`src/rtl/wheel_speed_counter.sv`:
```
// rtl/wheel_speed_counter.sv - gated wheel-pulse counter producing a saturated 8-bit speed per window
module wheel_speed_counter #(
  parameter int GATE_CYCLES = 1000,
  parameter int SYNC_STAGES = 2
) (
  input  logic       clk,
  input  logic       clear,
  input  logic       enable,
  input  logic       pulse_in,
  output logic [7:0] speed,
  output logic       speed_valid,
  output logic       overflow
);

  localparam int GW = $clog2(GATE_CYCLES);
  localparam logic [GW-1:0] GATE_LAST = GW'(GATE_CYCLES - 1);

  typedef enum logic {
    IDLE,
    MEASURE
  } state_t;

  logic [SYNC_STAGES-1:0] sync_q;
  logic                   hist_q;
  logic                   edge_q;

  // The detected edge is registered once more, so a pulse first sampled at
  // edge k lands in the pulse counter at edge k+3.
  always_ff @(posedge clk) begin
    if (clear) begin
      sync_q <= '0;
      hist_q <= 1'b0;
      edge_q <= 1'b0;
    end else begin
      sync_q <= {sync_q[SYNC_STAGES-2:0], pulse_in};
      hist_q <= sync_q[SYNC_STAGES-1];
      edge_q <= sync_q[SYNC_STAGES-1] & ~hist_q;
    end
  end

  state_t        state;
  logic [GW-1:0] gate_cnt;
  logic [7:0]    pulse_cnt;
  logic          win_ovf;
  logic [7:0]    cnt_next;
  logic          ovf_next;

  // Count including this cycle's edge; shared by counting and publishing.
  always_comb begin
    cnt_next = pulse_cnt;
    ovf_next = win_ovf;
    if (edge_q) begin
      if (pulse_cnt == 8'hFF) begin
        ovf_next = 1'b1;
      end else begin
        cnt_next = pulse_cnt + 8'd1;
      end
    end
  end

  always_ff @(posedge clk) begin
    if (clear) begin
      state       <= IDLE;
      gate_cnt    <= '0;
      pulse_cnt   <= '0;
      win_ovf     <= 1'b0;
      speed       <= '0;
      speed_valid <= 1'b0;
      overflow    <= 1'b0;
    end else begin
      speed_valid <= 1'b0;
      case (state)
        IDLE: begin
          gate_cnt  <= '0;
          pulse_cnt <= '0;
          win_ovf   <= 1'b0;
          if (enable) begin
            state <= MEASURE;
          end
        end
        MEASURE: begin
          if (gate_cnt == GATE_LAST) begin
            // A window that finishes as enable falls is still published.
            speed       <= cnt_next;
            overflow    <= ovf_next;
            speed_valid <= 1'b1;
            gate_cnt    <= '0;
            pulse_cnt   <= '0;
            win_ovf     <= 1'b0;
            if (!enable) begin
              state <= IDLE;
            end
          end else if (!enable) begin
            state     <= IDLE;
            gate_cnt  <= '0;
            pulse_cnt <= '0;
            win_ovf   <= 1'b0;
          end else begin
            gate_cnt  <= gate_cnt + GW'(1);
            pulse_cnt <= cnt_next;
            win_ovf   <= ovf_next;
          end
        end
        default: state <= IDLE;
      endcase
    end
  end

endmodule

```
`config.mk`:
```
export PLATFORM = sky130hd
export DESIGN_NAME = wheel_speed_counter
export DESIGN_NICKNAME = d
export VERILOG_FILES = /design/src/rtl/wheel_speed_counter.sv
export SDC_FILE = /design/constraint.sdc
export NUM_CORES = 1
export LEC_CHECK = 0
export ABC_CLOCK_PERIOD_IN_PS = 1400
export BUFFER_PORTS_ARGS = -buffer_cell sky130_fd_sc_hd__buf_2
export CAP_MARGIN = 10
export CORE_MARGIN = 2
export CORE_UTILIZATION = 45
export CTS_CLUSTER_SIZE = 25
export DETAILED_ROUTE_END_ITERATION = 10
export GPL_ROUTABILITY_DRIVEN = 0
export PLACE_DENSITY = 0.66
export SLEW_MARGIN = 20
export SYNTH_ARGS = -nofsm -noshare
export SYNTH_HDL_FRONTEND = slang
export SYNTH_SLANG_ARGS = --single-unit
```
`constraint.sdc`:
```
create_clock -name clk -period 1.4 [get_ports clk]
set_input_delay 0.21 -clock clk [delete_from_list [all_inputs] [get_ports clk]]
set_output_delay 0.21 -clock clk [all_outputs]
set_load 0.02 [all_outputs]
```
==> flow_summary.yaml <==
timing:
  finalCriticalPeriod_ps: 1352
  whs_ps: 92.51
  skew_ps: 16.09
  setup_viol_count_final: 0
  clock.fmax_mhz: 739.5
  worst_slew_pin_slew_ps: 794.1
  setup_slack_ps: 47.73
  finalCritPeriodShare_pct: 96.59
  grt_setup_unrepaired: "yes"
  slew_headroom_pct: 46.95
  finalHoldViolCount: 0
  slew_violations: 0
final_layout:
  areaGrowthSynthToFinish_pct: 34.54
  final_util_pct: 62.35
  layout-drive-gt1-share_pct: 38.92
  diodes: 0
  design_area_um2: 1857
  nNetsFinal: 190
detailed_routing:
  ant_nets: 0
  dr.pass1.iters: 4
  drt_iter0_markers: 61
  via_per_inst: 5.431
  wire_per_inst_um: 14.14
  drc: 0
  wirelength_um: 3083
  vias: 1184
setup_path:
  end_kind: "flop"
  critPathLaunchType: "flop"
  r2r_end: "gate_cnt[9]"
  reg2reg_from: "gate_cnt[0]"
  worstSetupPathType: "reg -> reg"
  crit_required_ps: 1620
  worstRegToRegCells: 5
  path_cells: "ha_4 -> nand3_4 -> or3_4 -> nand3_4 -> nor2_1"
  critPathMaxFanout: 5
  slowest_delay_ps: 460
  arrival_ps: 1570
  cpMaxStageDelayCell: "or3_4"
  crit_path_frequent_cell: "nand3_4"
  reg2reg_slack_ps: 50
global_routing:
  gr-total-overflow: 0
  grtUsageMet3_pct: 6.550
  antenna_found_initial: 0
  grt_pass1_wl_um: 4671
  grt_pass1_vias: 1055
  grt_util_met2_pct: 27.94
  grtUsageMet1_pct: 23.46
  grt_usage_pct: 18.09
  gr-max-usage-layer: "met2"
  grt_max_degree: 12
cts:
  clock_path_buffers: 2
  cts_buffers: 5
  clk_pin_slew_worst_paths_ps: 90
  insertion_delay_ps: 340
  cts_tree: "built"
  cts-hold-fix-buffers: 0
  cts_sinks: 34
  h-tree-depth: 2
  ctsRootBufferMaster: "clkbuf_4"
floorplan:
  die_area_um2: 3526
  start_util_pct: 46.34
  core_area_um2: 2978
  io_pins: 14
  row_count: 20
  fp.dieW_um: 59.38
  die_h_um: 59.38
hold_path:
  hold_class: "in -> reg"
  hp-start: "pulse_in"
  hold_path_depth: 2
  holdPathEnd: "sync_q[0]"
power_and_ir_drop:
  p_int_mw: 1.357
  p_comb_share_pct: 2.3
  finalPower_mw: 1.718
  power_frac_seq_pct: 57.0
  p_per_area_nw_per_um2: 925.3
  ir_drop_uv: 960.5
  pwr-share-clk_pct: 40.7
  swShare_pct: 21.00
  power_switching_uw: 360.8
  leakage_nw: 0.6588
yosys:
  syn_area_per_cell_um2: 9.518
  synthAdderAreaFrac_pct: 1.813
  synth_top_family_by_area: "simple AND/OR/NAND/NOR gates"
  synth.distinct_cells: 34
  syn-num-nets: 151
  synth_edf_count: 0
  synth-simple-area-share_pct: 29.92
  netlist_area_um2: 1380
  synthTopCellsByArea: "dfxtp_1 (49%), nor2_1 (7.6%), xnor2_1 (3.8%)"
  synth.area.mux_share_pct: 1.451
  synth_top_area_cell: "dfxtp_1"
  syn_inst: 145
  yosys.area_share.xor_xnor_pct: 6.346
  yosys_warnings: 0
  synth_top_area_share_pct: 49.32
  ys_seq_elements: 34
  async_reset_ff_share_pct: 0
  yosysSeqAreaShare_pct: 49.32
  synth_ff_type: "dfxtp_1"
  synth_compound_area_share_pct: 8.613
outcome:
  status: "finished, final reports clean"
placed_design:
  place_area_um2: 1597
  dp_slack_ps: -176.3
  portBuffers: 13
  hpwl_um: 1984
job:
  max-cap-violations: 0
[final cells by class]
type / instances / area [um^2]
sequential: 34 / 696.9
timing repair buffer: 32 / 215.2
tap: 33 / 41.29
multi-input combinational: 107 / 810.8
clock inverter: 3 / 40.04
fill: 255 / 1121
clock buffer: 5 / 37.54
inverter: 4 / 15.01
[power groups by stage]
stage / Clock (mW) / Sequential, mW / Combinational, mW
2_1_floorplan: 0 / 0.999 / 0.0200
3_3_place_gp: 0 / 0.999 / 0.0297
3_5_place_dp: 0 / 1.00 / 0.0315
4_1_cts: 0.716 / 0.979 / 0.0345
5_1_grt: 0.751 / 0.980 / 0.0430
6_report: 0.699 / 0.979 / 0.0396
[flip-flops by register name, summed over array words and instances, names as in the netlist]
| register | cells |
|---|---|
| edge_q | 1 |
| gate_cnt | 10 |
| hist_q | 1 |
| overflow | 1 |
| pulse_cnt | 8 |
| speed | 8 |
| speed_valid | 1 |
| state | 1 |
| sync_q | 2 |
| win_ovf | 1 |
[logic make-up (layout without fill, tap and decap cells)]
logic type / count (synthesis) / in the layout
xor+xnor: 10 / 10
flops: 34 / 34
buf+inv: 7 / 44
fa+ha+maj: 2 / 2
mux: 2 / 2
compound gates: 18 / 18
simple gates: 72 / 75
[through the flow]
step,cells,setup TNS (ps)
floorplan,145,0
global placement,204,-125.6
detailed placement,204,-567.4
CTS,215,0
global route,218,-172.2
finish,218,0
[worst max path at each step]
stage,cells past startpoint,start,endpoint
3_3_place_gp,4,pulse_cnt[0],speed[6]
2_1_floorplan,6,gate_cnt[0],pulse_cnt[6]
4_1_cts,6,pulse_cnt[1],speed[4]
3_5_place_dp,4,pulse_cnt[0],speed[6]
6_report,5,gate_cnt[0],gate_cnt[9]
5_1_grt,5,gate_cnt[3],speed[0]
[per-layer routing]
metal	wire, um	vias to the layer above
li1	-	595
met4	10	0
met3	123	2
met5	0	-
met1	1441	562
met2	1509	25
[synth_stat cells, types with 3 or more instances]
cell / count
nand2b_1: 6
nor2b_1: 5
a211oi_1: 4
xor2_1: 4
inv_1: 4
nor2_1: 28
xnor2_1: 6
nand2_1: 6
dfxtp_1: 34
nor3_1: 3
nand4_1: 4
o22ai_1: 5
nand3_1: 7
o21ai_0: 3
[what timing repair did]
| action | 4_1_cts | 5_1_grt |
|---|---|---|
| pin swaps | 1 | 11 |
| gates cloned | 1 | 2 |
| gates resized for setup | 10 | 22 |
| setup buffers | 2 | 1 |
| setup endpoints to repair | 23 | 27 |
[worst max-delay path, delay by kind of cell, from the launching register on]
kind | cells | cell delay [ps]
and+or+nand+nor | 4 | 730
DFF | 1 | 360
adders and majority gates | 1 | 160
[placed cells by master, fill, tap and decap left out, types with 5 or more instances in the layout]
| master | n |
|---|---|
| buf_2 | 13 |
| buf_4 | 17 |
| clkbuf_4 | 5 |
| dfxtp_1 | 25 |
| dfxtp_2 | 7 |
| nand2_1 | 6 |
| nand2b_1 | 6 |
| nand3_1 | 6 |
| nand3_4 | 5 |
| nor2_1 | 26 |
| nor2b_1 | 5 |
| o22ai_1 | 5 |
| xnor2_1 | 5 |
Power figures use the tool's default switching activity.
